[src/rtl/lsu_wb_bridge_pkg.sv]
// ============================================================================
// lsu_wb_bridge_pkg : shared size codes, FSM states and lane-mask helper
// Revision 1.0
// ============================================================================
`default_nettype none

package lsu_wb_bridge_pkg;

  localparam logic [1:0] SIZE_B = 2'd0;
  localparam logic [1:0] SIZE_H = 2'd1;
  localparam logic [1:0] SIZE_W = 2'd2;
  localparam logic [1:0] SIZE_D = 2'd3;

  typedef enum logic [2:0] {
    ST_IDLE  = 3'd0,
    ST_BEAT0 = 3'd1,
    ST_GAP   = 3'd2,
    ST_BEAT1 = 3'd3,
    ST_DONE  = 3'd4
  } state_t;

  // Right-justified byte-enable mask for an access size (up to 8 lanes).
  function automatic logic [7:0] size_mask(input logic [1:0] size);
    case (size)
      SIZE_B:  size_mask = 8'h01;
      SIZE_H:  size_mask = 8'h03;
      SIZE_W:  size_mask = 8'h0F;
      default: size_mask = 8'hFF;
    endcase
  endfunction

endpackage

`default_nettype wire

[src/rtl/lsu_wb_bridge_lane_align.sv]
// ============================================================================
// lsu_wb_bridge_lane_align : byte-lane selects, store shift, load merge/extend
// Revision 1.0
// ============================================================================
`default_nettype none

module lsu_wb_bridge_lane_align
  import lsu_wb_bridge_pkg::*;
#(
  parameter int DATA_WIDTH = 32
) (
  input  logic [$clog2(DATA_WIDTH/8)-1:0] offset,
  input  logic [1:0]                      size,
  input  logic                            is_unsigned,
  input  logic [DATA_WIDTH-1:0]           store_data,
  input  logic [DATA_WIDTH-1:0]           rd_lo,
  input  logic [DATA_WIDTH-1:0]           rd_hi,
  output logic [DATA_WIDTH/8-1:0]         sel_lo,
  output logic [DATA_WIDTH/8-1:0]         sel_hi,
  output logic [DATA_WIDTH-1:0]           wdata_lo,
  output logic [DATA_WIDTH-1:0]           wdata_hi,
  output logic [DATA_WIDTH-1:0]           load_data,
  output logic                            spill
);

  localparam int NB   = DATA_WIDTH / 8;
  localparam int OFFW = $clog2(NB);

  logic [NB-1:0]           bmask;
  logic [2*NB-1:0]         sel_wide;
  logic [OFFW+2:0]         bshift;
  logic [DATA_WIDTH-1:0]   sdata_m;
  logic [DATA_WIDTH-1:0]   raw;
  logic [2*DATA_WIDTH-1:0] wdata_wide;
  logic [2*DATA_WIDTH-1:0] rdata_wide;
  logic                    msb;

  assign bmask      = NB'(size_mask(size));
  assign bshift     = {offset, 3'b000};
  assign sel_wide   = {{NB{1'b0}}, bmask} << offset;
  assign sel_lo     = sel_wide[NB-1:0];
  assign sel_hi     = sel_wide[2*NB-1:NB];
  assign spill      = |sel_hi;

  assign wdata_wide = {{DATA_WIDTH{1'b0}}, sdata_m} << bshift;
  assign wdata_lo   = wdata_wide[DATA_WIDTH-1:0];
  assign wdata_hi   = wdata_wide[2*DATA_WIDTH-1:DATA_WIDTH];

  // Beat-1 lanes sit above beat-0 lanes, so one right shift merges both.
  assign rdata_wide = {rd_hi, rd_lo} >> bshift;
  assign raw        = rdata_wide[DATA_WIDTH-1:0];

  always_comb begin
    msb = raw[DATA_WIDTH-1];
    case (size)
      SIZE_B:  msb = raw[7];
      SIZE_H:  msb = raw[15];
      SIZE_W:  msb = raw[31];
      default: msb = raw[DATA_WIDTH-1];
    endcase
  end

  for (genvar b = 0; b < NB; b++) begin : g_lane
    assign sdata_m[8*b +: 8]   = store_data[8*b +: 8] & {8{bmask[b]}};
    assign load_data[8*b +: 8] = bmask[b] ? raw[8*b +: 8] : {8{msb & ~is_unsigned}};
  end

endmodule

`default_nettype wire

[src/rtl/lsu_wb_bridge.sv]
// ============================================================================
// lsu_wb_bridge : LSU to Wishbone master with sizing, misalign split, timeout
// Revision 1.0
// ============================================================================
`default_nettype none

module lsu_wb_bridge
  import lsu_wb_bridge_pkg::*;
#(
  parameter int DATA_WIDTH     = 32,
  parameter int ADDR_WIDTH     = 32,
  parameter int TIMEOUT_CYCLES = 255,
  parameter int SPLIT_MISALIGN = 1
) (
  input  logic                    i_CLK,
  input  logic                    i_RSTn,
  input  logic                    i_LSU_REQ,
  input  logic [ADDR_WIDTH-1:0]   i_LSU_ADDR,
  input  logic [DATA_WIDTH-1:0]   i_LSU_DATA,
  input  logic                    i_LSU_WE,
  input  logic [1:0]              i_LSU_SIZE,
  input  logic                    i_LSU_UNSIGNED,
  output logic [DATA_WIDTH-1:0]   o_LSU_DATA,
  output logic                    o_LSU_GNT,
  output logic                    o_LSU_ERR,
  output logic [ADDR_WIDTH-1:0]   o_WB_ADDR,
  output logic [DATA_WIDTH-1:0]   o_WB_DATA,
  input  logic [DATA_WIDTH-1:0]   i_WB_DATA,
  output logic                    o_WB_WE,
  output logic [DATA_WIDTH/8-1:0] o_WB_SEL,
  output logic                    o_WB_STB,
  output logic                    o_WB_CYC,
  input  logic                    i_WB_ACK,
  input  logic                    i_WB_ERR,
  output logic                    o_WB_TAGN,
  input  logic                    i_WB_TAGN
);

  localparam int NB   = DATA_WIDTH / 8;
  localparam int OFFW = $clog2(NB);
  localparam int TW   = (TIMEOUT_CYCLES > 1) ? $clog2(TIMEOUT_CYCLES) : 1;
  localparam logic [TW-1:0] TMO_LAST = TW'((TIMEOUT_CYCLES > 0) ? TIMEOUT_CYCLES - 1 : 0);

  state_t                state, state_nxt;
  logic [OFFW-1:0]       off_q, off_nxt;
  logic [1:0]            size_q, size_nxt;
  logic [DATA_WIDTH-1:0] sdata_q, sdata_nxt;
  logic                  we_q, we_nxt, uns_q, uns_nxt, split_q, split_nxt;
  logic [DATA_WIDTH-1:0] rd0_q, rd0_nxt;
  logic [TW-1:0]         tmo_cnt, tmo_nxt;

  logic [ADDR_WIDTH-1:0] wb_addr, wb_addr_nxt;
  logic [DATA_WIDTH-1:0] wb_data, wb_data_nxt;
  logic [NB-1:0]         wb_sel, wb_sel_nxt;
  logic                  wb_we, wb_we_nxt, wb_stb, wb_stb_nxt, wb_cyc, wb_cyc_nxt;
  logic                  wb_tagn, wb_tagn_nxt;
  logic                  gnt, gnt_nxt, err, err_nxt;
  logic [DATA_WIDTH-1:0] ldata, ldata_nxt;

  logic                  idle, illegal, bus_err, tmo_hit, close_bus;
  logic [OFFW-1:0]       cur_off;
  logic [1:0]            cur_size;
  logic [DATA_WIDTH-1:0] cur_data, rd_lo;
  logic                  cur_uns;
  logic [NB-1:0]         sel_lo, sel_hi;
  logic [DATA_WIDTH-1:0] wdata_lo, wdata_hi, load_data;
  logic                  spill;

  // In IDLE the first beat is launched from the live request, later from captures.
  assign idle     = (state == ST_IDLE);
  assign cur_off  = idle ? i_LSU_ADDR[OFFW-1:0] : off_q;
  assign cur_size = idle ? i_LSU_SIZE : size_q;
  assign cur_data = idle ? i_LSU_DATA : sdata_q;
  assign cur_uns  = idle ? i_LSU_UNSIGNED : uns_q;
  assign rd_lo    = split_q ? rd0_q : i_WB_DATA;
  assign illegal  = (NB < 8) && (cur_size == SIZE_D);
  assign bus_err  = i_WB_ERR | (i_WB_ACK & ~i_WB_TAGN);
  assign tmo_hit  = (TIMEOUT_CYCLES != 0) && (tmo_cnt == TMO_LAST);

  lsu_wb_bridge_lane_align #(.DATA_WIDTH(DATA_WIDTH)) u_align (
    .offset      (cur_off),
    .size        (cur_size),
    .is_unsigned (cur_uns),
    .store_data  (cur_data),
    .rd_lo       (rd_lo),
    .rd_hi       (i_WB_DATA),
    .sel_lo      (sel_lo),
    .sel_hi      (sel_hi),
    .wdata_lo    (wdata_lo),
    .wdata_hi    (wdata_hi),
    .load_data   (load_data),
    .spill       (spill)
  );

  always_comb begin
    state_nxt = state;     off_nxt = off_q;     size_nxt = size_q;
    sdata_nxt = sdata_q;   we_nxt = we_q;       uns_nxt = uns_q;
    split_nxt = split_q;   rd0_nxt = rd0_q;     tmo_nxt = tmo_cnt;
    wb_addr_nxt = wb_addr; wb_data_nxt = wb_data; wb_sel_nxt = wb_sel;
    wb_we_nxt = wb_we;     wb_stb_nxt = wb_stb; wb_cyc_nxt = wb_cyc;
    wb_tagn_nxt = wb_tagn;
    gnt_nxt = 1'b0;        err_nxt = 1'b0;      ldata_nxt = '0;
    close_bus = 1'b0;
    case (state)
      ST_IDLE: begin
        if (i_LSU_REQ) begin
          off_nxt   = i_LSU_ADDR[OFFW-1:0];
          size_nxt  = i_LSU_SIZE;
          sdata_nxt = i_LSU_DATA;
          we_nxt    = i_LSU_WE;
          uns_nxt   = i_LSU_UNSIGNED;
          split_nxt = spill;
          if (illegal || (spill && SPLIT_MISALIGN == 0)) begin
            state_nxt = ST_DONE;
            gnt_nxt   = 1'b1;
            err_nxt   = 1'b1;
          end else begin
            state_nxt   = ST_BEAT0;
            wb_cyc_nxt  = 1'b1;
            wb_stb_nxt  = 1'b1;
            wb_we_nxt   = i_LSU_WE;
            wb_addr_nxt = {i_LSU_ADDR[ADDR_WIDTH-1:OFFW], {OFFW{1'b0}}};
            wb_sel_nxt  = sel_lo;
            wb_data_nxt = i_LSU_WE ? wdata_lo : '0;
            wb_tagn_nxt = ~spill;
            tmo_nxt     = '0;
          end
        end
      end
      ST_BEAT0, ST_BEAT1: begin
        if (bus_err || (!i_WB_ACK && tmo_hit)) begin
          close_bus = 1'b1;
          state_nxt = ST_DONE;
          gnt_nxt   = 1'b1;
          err_nxt   = 1'b1;
        end else if (i_WB_ACK) begin
          if (state == ST_BEAT0 && split_q) begin
            state_nxt   = ST_GAP;
            wb_stb_nxt  = 1'b0;
            wb_tagn_nxt = 1'b1;
            rd0_nxt     = i_WB_DATA;
          end else begin
            close_bus = 1'b1;
            state_nxt = ST_DONE;
            gnt_nxt   = 1'b1;
            ldata_nxt = we_q ? '0 : load_data;
          end
        end else begin
          tmo_nxt = tmo_cnt + 1'b1;
        end
      end
      ST_GAP: begin
        state_nxt   = ST_BEAT1;
        wb_stb_nxt  = 1'b1;
        wb_addr_nxt = wb_addr + ADDR_WIDTH'(NB);
        wb_sel_nxt  = sel_hi;
        wb_data_nxt = we_q ? wdata_hi : '0;
        tmo_nxt     = '0;
      end
      ST_DONE: state_nxt = ST_IDLE;
      default: state_nxt = ST_IDLE;
    endcase
    if (close_bus) begin
      wb_cyc_nxt  = 1'b0;
      wb_stb_nxt  = 1'b0;
      wb_we_nxt   = 1'b0;
      wb_sel_nxt  = '0;
      wb_data_nxt = '0;
      wb_tagn_nxt = 1'b1;
    end
  end

  always_ff @(posedge i_CLK) begin
    if (!i_RSTn) begin
      state <= ST_IDLE;  off_q <= '0;   size_q <= '0;  sdata_q <= '0;
      we_q <= 1'b0;      uns_q <= 1'b0; split_q <= 1'b0; rd0_q <= '0;
      tmo_cnt <= '0;     wb_addr <= '0; wb_data <= '0; wb_sel <= '0;
      wb_we <= 1'b0;     wb_stb <= 1'b0; wb_cyc <= 1'b0; wb_tagn <= 1'b1;
      gnt <= 1'b0;       err <= 1'b0;   ldata <= '0;
    end else begin
      state <= state_nxt;  off_q <= off_nxt;   size_q <= size_nxt; sdata_q <= sdata_nxt;
      we_q <= we_nxt;      uns_q <= uns_nxt;   split_q <= split_nxt; rd0_q <= rd0_nxt;
      tmo_cnt <= tmo_nxt;  wb_addr <= wb_addr_nxt; wb_data <= wb_data_nxt; wb_sel <= wb_sel_nxt;
      wb_we <= wb_we_nxt;  wb_stb <= wb_stb_nxt; wb_cyc <= wb_cyc_nxt; wb_tagn <= wb_tagn_nxt;
      gnt <= gnt_nxt;      err <= err_nxt;     ldata <= ldata_nxt;
    end
  end

  assign o_LSU_DATA = ldata;
  assign o_LSU_GNT  = gnt;
  assign o_LSU_ERR  = err;
  assign o_WB_ADDR  = wb_addr;
  assign o_WB_DATA  = wb_data;
  assign o_WB_WE    = wb_we;
  assign o_WB_SEL   = wb_sel;
  assign o_WB_STB   = wb_stb;
  assign o_WB_CYC   = wb_cyc;
  assign o_WB_TAGN  = wb_tagn;

endmodule

`default_nettype wire

[config.mk]
export PLATFORM = sky130hd
export DESIGN_NAME = lsu_wb_bridge
export DESIGN_NICKNAME = d
export VERILOG_FILES = /design/src/rtl/lsu_wb_bridge_pkg.sv /design/src/rtl/lsu_wb_bridge_lane_align.sv /design/src/rtl/lsu_wb_bridge.sv
export SDC_FILE = /design/constraint.sdc
export NUM_CORES = 1
export LEC_CHECK = 0
export ABC_AREA = 1
export CORE_MARGIN = 3
export CORE_UTILIZATION = 52
export DETAILED_ROUTE_END_ITERATION = 6
export PLACE_DENSITY = 0.82
export SLEW_MARGIN = 30
export SYNTH_ARGS = -nofsm -noshare
export SYNTH_HDL_FRONTEND = slang
export SYNTH_SLANG_ARGS = --single-unit
[constraint.sdc]
create_clock -name i_CLK -period 2.6 [get_ports i_CLK]
set_input_delay 0.52 -clock i_CLK [delete_from_list [all_inputs] [get_ports i_CLK]]
set_output_delay 0.52 -clock i_CLK [all_outputs]
set_load 0.05 [all_outputs]
==> results of run 1 <==
[cells in the mapped netlist (all sizes together)]
cell type	instances
a211oi	3
a21oi	179
a31oi	10
and2	1
buf	49
clkbuf	49
clkinv	2
conb	1
dfxtp	186
ha	3
inv	95
mux2i	9
nand2	465
nand3	109
nand3b	2
nand4	13
nor2	163
nor3	36
nor4	2
o211a	1
o211ai	15
o21a	1
o21ai	173
o21bai	1
o22ai	6
o31ai	2
or2	12
xnor2	4
xor2	10
[where the power goes]
group          internal (mW)  total, mW  switching [mW]  leakage, nW
sequential              3.37       3.87           0.495         1.52
combinational           3.08       9.54            6.47         3.45
clock                   1.48       2.76            1.28        0.307
[layer usage]
layer,part of all wire (%),vias up
met5,0,-
li1,-,5641
met3,9.6,78
met2,47,662
met4,2.6,0
met1,41,5286
[sequential cells by signal, indices dropped and copies added (netlist names)]
register    cells
off_q           2
state           3
uns_q           1
o_WB_WE         1
o_WB_SEL        4
o_LSU_ERR       1
o_LSU_GNT       1
size_q          2
sdata_q        32
o_WB_ADDR      30
o_WB_DATA      32
o_LSU_DATA     32
split_q         1
rd0_q          32
o_WB_TAGN       1
tmo_cnt         8
o_WB_CYC        1
we_q            1
o_WB_STB        1
[cell families after synthesis]
| kind of cell | count (synthesis) | share of synthesized area, % |
|---|---|---|
| compound gates | 391 | 20.5 |
| simple gates | 803 | 32.6 |
| xor+xnor | 14 | 1.20 |
| other cells | 1 | 0.0367 |
| buf+inv | 195 | 7.97 |
| flops | 186 | 36.5 |
| fa+ha+maj | 3 | 0.368 |
| mux | 9 | 0.883 |
[final cells by class]
class	count	share of cell area, %
Multi-Input combinational cell	1222	42.6
Clock buffer	17	3.19
Tap cell	260	2.44
Sequential cell	186	27.9
Clock inverter	15	1.53
Inverter	97	2.73
Timing Repair Buffer	256	19.5
[critical path, stage by stage (launching register included)]
cell	delay, ns
dfxtp_1	0.32
inv_2	0.24
nand2_4	0.26
inv_1	0.16
nand2_1	0.07
nand2_2	0.28
buf_4	0.33
nand2_1	0.11
clkinv_1	0.08
buf_4	0.16
a31oi_1	0.09
a21oi_1	0.16
[stage by stage]
step / hold WS (ns) / std cells / total power, mW
3_3_place_gp: 0.436 / 2021 / 13.1
6_report: 0.458 / 2053 / 16.2
3_5_place_dp: 0.445 / 2021 / 13.2
2_1_floorplan: 0.425 / 1603 / 10.2
5_1_grt: 0.471 / 2053 / 17.2
4_1_cts: 0.457 / 2053 / 16.0
[how the worst min path moves through the flow]
stage	cells past startpoint	slack (ns)	from	end
final	2	0.46	uns_q	uns_q
after CTS	2	0.46	size_q[0]	size_q[0]
after detailed placement	2	0.44	size_q[0]	size_q[0]
after floorplan	2	0.42	uns_q	uns_q
after global placement	2	0.44	uns_q	uns_q
after global routing	2	0.47	sdata_q[31]	sdata_q[31]
[what timing repair did]
item	CTS	global route
buffers inserted	0	0
resized for setup	0	2
setup endpoints to repair	0	3
==> results.py, run 1 <==
metrics = {
    "floorplan": {
        "start_util_pct": 53.7,
        "dieArea_sq_um": 21300,
        "io_pins": 212,
        "rows": 50,
        "core_area_sq_um": 19000,
        "die_width_um": 146,
        "die_h_um": 146,
    },
    "yosys": {
        "syn_inst": 1602,
        "synth_top_area_share_pct": 36.5,
        "synth_warnings": 0,
        "syn_area_sq_um": 10200,
        "synth_seq_cells": 186,
        "synth_area_leader_cell": "dfxtp_1",
        "yosys-top-cells-area": "dfxtp_1, nand2_1, a21oi_1, o21ai_0, nor2_1",
        "ys_seq_area_share_pct": 36.5,
        "avgSynthCellArea_sq_um": 6.37,
        "netlist-cell-type-count": 43,
    },
    "timing": {
        "final.setup.tns_ns": 0,
        "skew_ns": 0.0131,
        "postLayoutSetupSlackWorst_ns": 0.258,
        "period_share_pct": 90.1,
        "hold_viol": 0,
        "tightest_slew_ns": 0.623,
        "rsz0062_at_grt": "no",
        "slew_headroom_pct": 58.3,
        "fmax_mhz": 427,
        "setup_violations": 0,
        "final_max_slew_viol_count": 0,
        "period_needed_ns": 2.34,
    },
    "routing": {
        "wl_um": 35600,
        "ant_nets": 0,
        "viasPerCell": 5.68,
        "wl_per_cell_um": 17.3,
        "drt_pass1_iterations": 6,
        "drc": 0,
        "dr.first_iter.drc_count": 1170,
        "via_count": 11700,
    },
    "global_routing": {
        "grt_use_met1_pct": 44.5,
        "grt-busiest-layer": "met2",
        "antenna_found_initial": 0,
        "grt_overflow": 0,
        "grtUsageTotal_pct": 32.3,
        "met3_usage_pct": 6.08,
        "grt_pass1_wl_um": 56800,
        "grt_pass1_vias": 10600,
        "met2_usage_pct": 51.5,
        "grt_start_max_net_pins": 68,
    },
    "critical_path": {
        "reg2reg_setup_slack_ns": 0.26,
        "critPathMaxFanout": 29,
        "worstPathRequired_ns": 2.96,
        "setup.worst_path.end": "o_WB_DATA[21]",
        "end_kind": "flip-flop",
        "critPathKind": "reg2reg",
        "r2r_cells": 11,
        "cp_data_arrival_time_ns": 2.71,
        "reg2reg_from": "state[1]",
        "r2r_end": "o_WB_DATA[21]",
        "startpoint_type": "flip-flop",
        "startpoint": "state[1]",
    },
    "placement": {
        "place_area_sq_um": 12700,
        "gp_congestion": 0.941,
        "io_buffers": 209,
        "hpwl_um": 25400,
        "place_ws_ns": 0.139,
    },
    "clock_network": {
        "insertion_delay_ns": 0.44,
        "cts_num_sinks": 186,
        "clk_path_buf_depth": 2,
        "cts_tree": "built",
        "htree_levels": 4,
        "cts_buffers": 17,
        "cts_hold_buf": 0,
        "clkTransAtPathRegs_ns": 0.08,
        "root_buffer": "clkbuf_16",
    },
    "finish": {
        "drive_gt1_share_pct": 6.92,
        "final-seq-area_sq_um": 3720,
        "n_antenna_cell": 0,
        "areaGrowthSynthToFinish_pct": 30.5,
        "final_core_util_pct": 70.1,
        "final_nets": 1889,
        "final_cell_mix": "nand2_1, clkdlybuf4s50_1, dfxtp_1",
        "fill_cells": 1692,
        "fin_area_sq_um": 13300,
        "multi_input_area_sq_um": 5680,
        "final_common_cell": "nand2_1",
    },
    "pwr": {
        "p_per_area_nw_per_um2": 1210,
        "p_leak_nw": 5.28,
        "ir_drop_mv": 1.05,
    },
    "job": {
        "cap_viol_max_count": 0,
    },
    "outcome": {
        "status": "complete, no violations",
    },
    "worst_hold_path": {
        "min_path_type": "reg2reg",
    },
}
(Power assumes the default switching activity.)
==> inputs of run 2 (changes only) <==
--- a/config.mk
+++ b/config.mk
@@ -7,10 +7,10 @@
 export LEC_CHECK = 0
 export ABC_AREA = 1
 export CORE_MARGIN = 3
-export CORE_UTILIZATION = 52
+export CORE_UTILIZATION = 35
 export DETAILED_ROUTE_END_ITERATION = 6
-export PLACE_DENSITY = 0.82
-export SLEW_MARGIN = 30
+export PLACE_DENSITY = 0.59
+export SLEW_MARGIN = 0
 export SYNTH_ARGS = -nofsm -noshare
 export SYNTH_HDL_FRONTEND = slang
 export SYNTH_SLANG_ARGS = --single-unit
==> run 2 against run 1 <==
Critical endpoint is now o_WB_DATA[31]; count of clock-buffer cells in the layout up 2; the flow now finishes with violations (DRC); sequential share of layout area down 0.25 points; clock power about the same; highest routed layer unchanged; critical path depth unchanged; sequential power about the same; largest power group unchanged; critical path type unchanged.
==> results.py, run 2 (synthesized netlist as in run 1, its figures left out) <==
metrics = {
    "outcome": {
        "status": "finished with violations",
        "violations": "DRC",
    },
    "global_routing": {
        "grt_pass1_wl_um": 58200,
        "grt_use_met1_pct": 35.0,
        "antenna_found_initial": 0,
        "grt-busiest-layer": "met1",
        "met2_usage_pct": 34.3,
        "grtUsageTotal_pct": 23.3,
        "grt_overflow": 0,
        "met3_usage_pct": 3.71,
        "grt_pass1_vias": 10400,
        "grt_start_max_net_pins": 68,
    },
    "clock_network": {
        "insertion_delay_ns": 0.44,
        "htree_levels": 4,
        "clkTransAtPathRegs_ns": 0.08,
        "root_buffer": "clkbuf_16",
        "cts_setup_buffers": 0,
        "cts_num_sinks": 186,
        "cts_buffers": 17,
        "clk_path_buf_depth": 2,
        "cts_hold_buf": 0,
        "post_cts_resized": 0,
        "cts_tree": "built",
    },
    "floorplan": {
        "die_width_um": 177,
        "io_pins": 212,
        "dieArea_sq_um": 31200,
        "die_h_um": 177,
        "start_util_pct": 36.1,
        "core_area_sq_um": 28200,
        "rows": 61,
    },
    "pwr": {
        "total_power_mw": 16.1,
        "ir_drop_mv": 0.535,
        "p_leak_nw": 5.28,
        "p_per_area_nw_per_um2": 1200,
    },
    "critical_path": {
        "critPathMaxFanout": 28,
        "cp_data_arrival_time_ns": 2.73,
        "r2r_cells": 11,
        "reg2reg_setup_slack_ns": 0.25,
        "slowest_delay_ns": 0.47,
        "crit_slowest_cell": "dfxtp_1",
        "end_kind": "flip-flop",
        "r2r_end": "o_WB_DATA[31]",
        "worstPathRequired_ns": 2.98,
        "setup.worst_path.end": "o_WB_DATA[31]",
        "startpoint_type": "flip-flop",
        "path_cells": "nor2_4 > nand2_4 > inv_1 > buf_4 > o21ai_0 > nand2_1 > nand2_1 > o21ai_0 > nand2_1 > nand3_1 > a21oi_1",
        "startpoint": "state[2]",
        "reg2reg_from": "state[2]",
        "critPathKind": "reg2reg",
        "critPathMostFrequentCell": "nand2_1",
    },
    "routing": {
        "wl_per_cell_um": 17.1,
        "ant_nets": 0,
        "drt_pass1_iterations": 7,
        "via_count": 11400,
        "dr.first_iter.drc_count": 1167,
        "wl_um": 37100,
        "drc": 2,
        "viasPerCell": 5.24,
    },
    "timing": {
        "final.setup.tns_ns": 0,
        "hold_viol": 0,
        "tightest_slew_ns": 0.734,
        "rsz0062_at_grt": "no",
        "period_share_pct": 90.4,
        "whs_ns": 0.453,
        "slew_headroom_pct": 51.0,
        "period_needed_ns": 2.35,
        "setup_violations": 0,
        "skew_ns": 0.0146,
        "final_max_slew_viol_count": 0,
        "fmax_mhz": 425,
    },
    "finish": {
        "final_common_cell": "nand2_1",
        "final_cell_mix": "nand2_1, clkdlybuf4s50_1, dfxtp_1",
        "areaGrowthSynthToFinish_pct": 31.7,
        "fin_area_sq_um": 13400,
        "drive_gt1_share_pct": 7.12,
        "final_nets": 1895,
        "n_antenna_cell": 0,
        "fill_cells": 2947,
    },
    "placement": {
        "gp_congestion": 0.931,
        "place_area_sq_um": 12800,
        "hpwl_um": 27100,
        "io_buffers": 209,
    },
    "job": {
        "cap_viol_max_count": 0,
    },
    "worst_hold_path": {
        "min_path_type": "reg2reg",
    },
}
run 2: changes by cell type in the layout (fill, tap and decap cells not counted), sizes merged:
| cell | before | now |
|---|---|---|
| buf | 47 | 53 |
| clkinv | 8 | 5 |
| clkbuf | 17 | 19 |
| clkinvlp | 0 | 1 |
run 2: critical path: cells and delay by family (launching register included):
kind / cells / cell delay (ns)
AOI/OAI and AO/OA: 3 / 0.64
DFF: 1 / 0.47
and+or+nand+nor: 6 / 0.78
buffers and inverters: 2 / 0.37
run 2: report_power, final:
part | internal [mW] | total (mW) | leakage (nW) | switching [mW]
sequential | 3.37 | 3.87 | 1.52 | 0.497
clock | 1.50 | 2.78 | 0.301 | 1.29
combinational | 3.05 | 9.46 | 3.46 | 6.41
total | 7.92 | 16.1 | 5.28 | 8.19
run 2: area by class of cell:
cell class | instances | area, sq um | area share, %
Sequential cell | 186 | 3720 | 27.7
Tap cell | 378 | 473 | 3.52
Multi-Input combinational cell | 1222 | 5690 | 42.3
Timing Repair Buffer | 262 | 2580 | 19.2
Clock inverter | 13 | 175 | 1.30
Clock buffer | 19 | 443 | 3.30
Inverter | 97 | 364 | 2.71
run 2: worst min path at each step:
stage	slack (ns)	end	from	cells after the start
finish	0.45	uns_q	uns_q	2
global route	0.48	sdata_q[30]	sdata_q[30]	2
CTS	0.46	uns_q	uns_q	2
detailed placement	0.45	uns_q	uns_q	2
global placement	0.43	uns_q	uns_q	2
floorplan	0.42	uns_q	uns_q	2
run 2: through the flow:
stage | std cells | setup slack, ns | utilization [%]
final | 2177 | 0.249 | 47.6
after detailed placement | 2145 | 0.0787 | 45.4
after floorplan | 1603 | 0.514 | -
after CTS | 2177 | 0.244 | 47.6
after global routing | 2177 | 0.0223 | 47.6
after global placement | 2145 | 0.0123 | 45.4
run 2: layer usage:
metal  routed length [um]  up-vias
li1                     -     5644
met5                    0        -
met1                17700     5243
met4                  772        0
met2                15700      478
met3                 2990       43
==> inputs of run 3 (changes only) <==
==> constraint.sdc (replaced) <==
create_clock -name i_CLK -period 3 [get_ports i_CLK]
set_input_delay 0.6 -clock i_CLK [delete_from_list [all_inputs] [get_ports i_CLK]]
set_output_delay 0.6 -clock i_CLK [all_outputs]
set_load 0.05 [all_outputs]
==> run 3 against run 2 <==
First-iteration DRC count fell by 2.8%; global-route usage fell by 0.30 points; utilization decreased by 0.73 points; highest routed layer unchanged; combinational power decreased by 15%; setup slack better by 0.082 ns; cell count decreased by 0.87%; clock skew decreased by 0.0017 ns; non-clock buffer count shrank 19; maximum frequency down 12%; worst hold slack gained 0.0015 ns; final area is 1.5% lower; die area unchanged; the run now ends clean.
==> results.py, run 3 (synthesized netlist as in run 1, its figures left out) <==
metrics = {
    "outcome": {
        "status": "complete, no violations",
    },
    "critical_path": {
        "crit_slowest_cell": "dfxtp_1",
        "reg2reg_setup_slack_ns": 0.33,
        "r2r_end": "o_LSU_DATA[31]",
        "critPathKind": "reg2reg",
        "startpoint": "state[2]",
        "startpoint_type": "flip-flop",
        "reg2reg_from": "state[2]",
        "critPathMaxFanout": 29,
        "r2r_cells": 11,
        "critPathMostFrequentCell": "nand2_1",
        "worstPathRequired_ns": 3.35,
        "setup.worst_path.end": "o_LSU_DATA[31]",
        "end_kind": "flip-flop",
        "slowest_delay_ns": 0.47,
        "path_cells": "nor2_4 > nand2_4 > buf_4 > nand2_1 > o21ai_4 > nand2_1 > nand2_1 > nand2_1 > nand3_1 > nand3_2 > a21oi_1",
        "cp_data_arrival_time_ns": 3.02,
    },
    "placement": {
        "io_buffers": 209,
        "gp_congestion": 0.956,
        "hpwl_um": 26800,
        "place_ws_ns": 0.122,
    },
    "timing": {
        "final.setup.tns_ns": 0,
        "period_needed_ns": 2.67,
        "hold_viol": 0,
        "skew_ns": 0.0130,
        "rsz0062_at_grt": "no",
        "slew_headroom_pct": 46.4,
        "setup_violations": 0,
        "postLayoutSetupSlackWorst_ns": 0.331,
        "tightest_slew_ns": 0.804,
        "fmax_mhz": 375,
        "period_share_pct": 89.0,
        "final_max_slew_viol_count": 0,
    },
    "global_routing": {
        "antenna_found_initial": 0,
        "grt_pass1_wl_um": 57600,
        "grt_pass1_vias": 10400,
        "grt_overflow": 0,
        "grt_start_max_net_pins": 68,
        "grtUsageTotal_pct": 23.0,
    },
    "floorplan": {
        "dieArea_sq_um": 31200,
        "rows": 61,
        "start_util_pct": 36.1,
        "die_width_um": 177,
        "io_pins": 212,
        "die_h_um": 177,
        "core_area_sq_um": 28200,
    },
    "finish": {
        "final_nets": 1876,
        "n_antenna_cell": 0,
        "drive_gt1_share_pct": 6.12,
        "fill_cells": 2921,
        "final_common_cell": "nand2_1",
        "final_cell_mix": "nand2_1, clkdlybuf4s50_1, dfxtp_1",
        "areaGrowthSynthToFinish_pct": 29.7,
    },
    "routing": {
        "ant_nets": 0,
        "drt_pass1_iterations": 5,
        "viasPerCell": 5.25,
        "via_count": 11300,
        "dr.first_iter.drc_count": 1134,
        "drc": 0,
        "wl_um": 37000,
        "wl_per_cell_um": 17.1,
    },
    "pwr": {
        "total_power_mw": 13.6,
        "ir_drop_mv": 0.555,
        "p_per_area_nw_per_um2": 1030,
        "p_leak_nw": 5.15,
    },
    "clock_network": {
        "post_cts_resized": 0,
        "clk_path_buf_depth": 2,
        "cts_num_sinks": 186,
        "insertion_delay_ns": 0.44,
        "htree_levels": 4,
        "cts_hold_buf": 0,
        "cts_tree": "built",
        "clkTransAtPathRegs_ns": 0.08,
        "cts_setup_buffers": 0,
        "cts_buffers": 17,
        "root_buffer": "clkbuf_16",
    },
    "job": {
        "cap_viol_max_count": 0,
    },
    "worst_hold_path": {
        "min_path_type": "reg2reg",
    },
}
run 3: per-stage QoR:
step / instances / area [sq um] / hold WS (ns) / utilization, %
finish: 2158 / 13200 / 0.455 / 46.9
floorplan: 1603 / 10200 / 0.425 / -
CTS: 2158 / 13200 / 0.459 / 46.9
global placement: 2126 / 12700 / 0.438 / 44.8
global route: 2158 / 13200 / 0.480 / 46.9
detailed placement: 2126 / 12700 / 0.447 / 44.8
run 3: per-layer routing:
layer	vias to the layer above	wire length [um]	global-route usage (%)
li1	5615	-	-
met4	0	938	7.46
met5	-	0	0
met3	61	2860	4.20
met1	5181	17400	33.4
met2	467	15800	34.4
run 3: worst min path at each step:
stage,startpoint,slack (ns),endpoint,cells after the start
2_1_floorplan,uns_q,0.42,uns_q,2
3_3_place_gp,uns_q,0.44,uns_q,2
3_5_place_dp,uns_q,0.45,uns_q,2
4_1_cts,uns_q,0.46,uns_q,2
5_1_grt,sdata_q[0],0.48,sdata_q[0],2
6_report,uns_q,0.45,uns_q,2
run 3: final cells by class:
cell class	instances	area (sq um)	area share [%]
flip-flops and latches	186	3720	28.1
inverters	97	364	2.75
repair buffers	243	2410	18.2
clock inverters	14	150	1.13
multi-input cells	1222	5690	43.0
well taps	378	473	3.57
clock buffers	18	429	3.24
run 3: power breakdown:
group / switching, mW / internal, mW
sequential: 0.448 / 2.92
clock: 1.14 / 1.12
combinational: 5.54 / 2.45
total: 7.13 / 6.49
run 3: worst max-delay path, delay by kind of cell (launching register included):
| kind | cells | cell delay, ns |
|---|---|---|
| buffers and inverters | 1 | 0.32 |
| AND/OR/NAND/NOR | 8 | 1.33 |
| flip-flops | 1 | 0.47 |
| AO/OA/AOI/OAI | 2 | 0.45 |
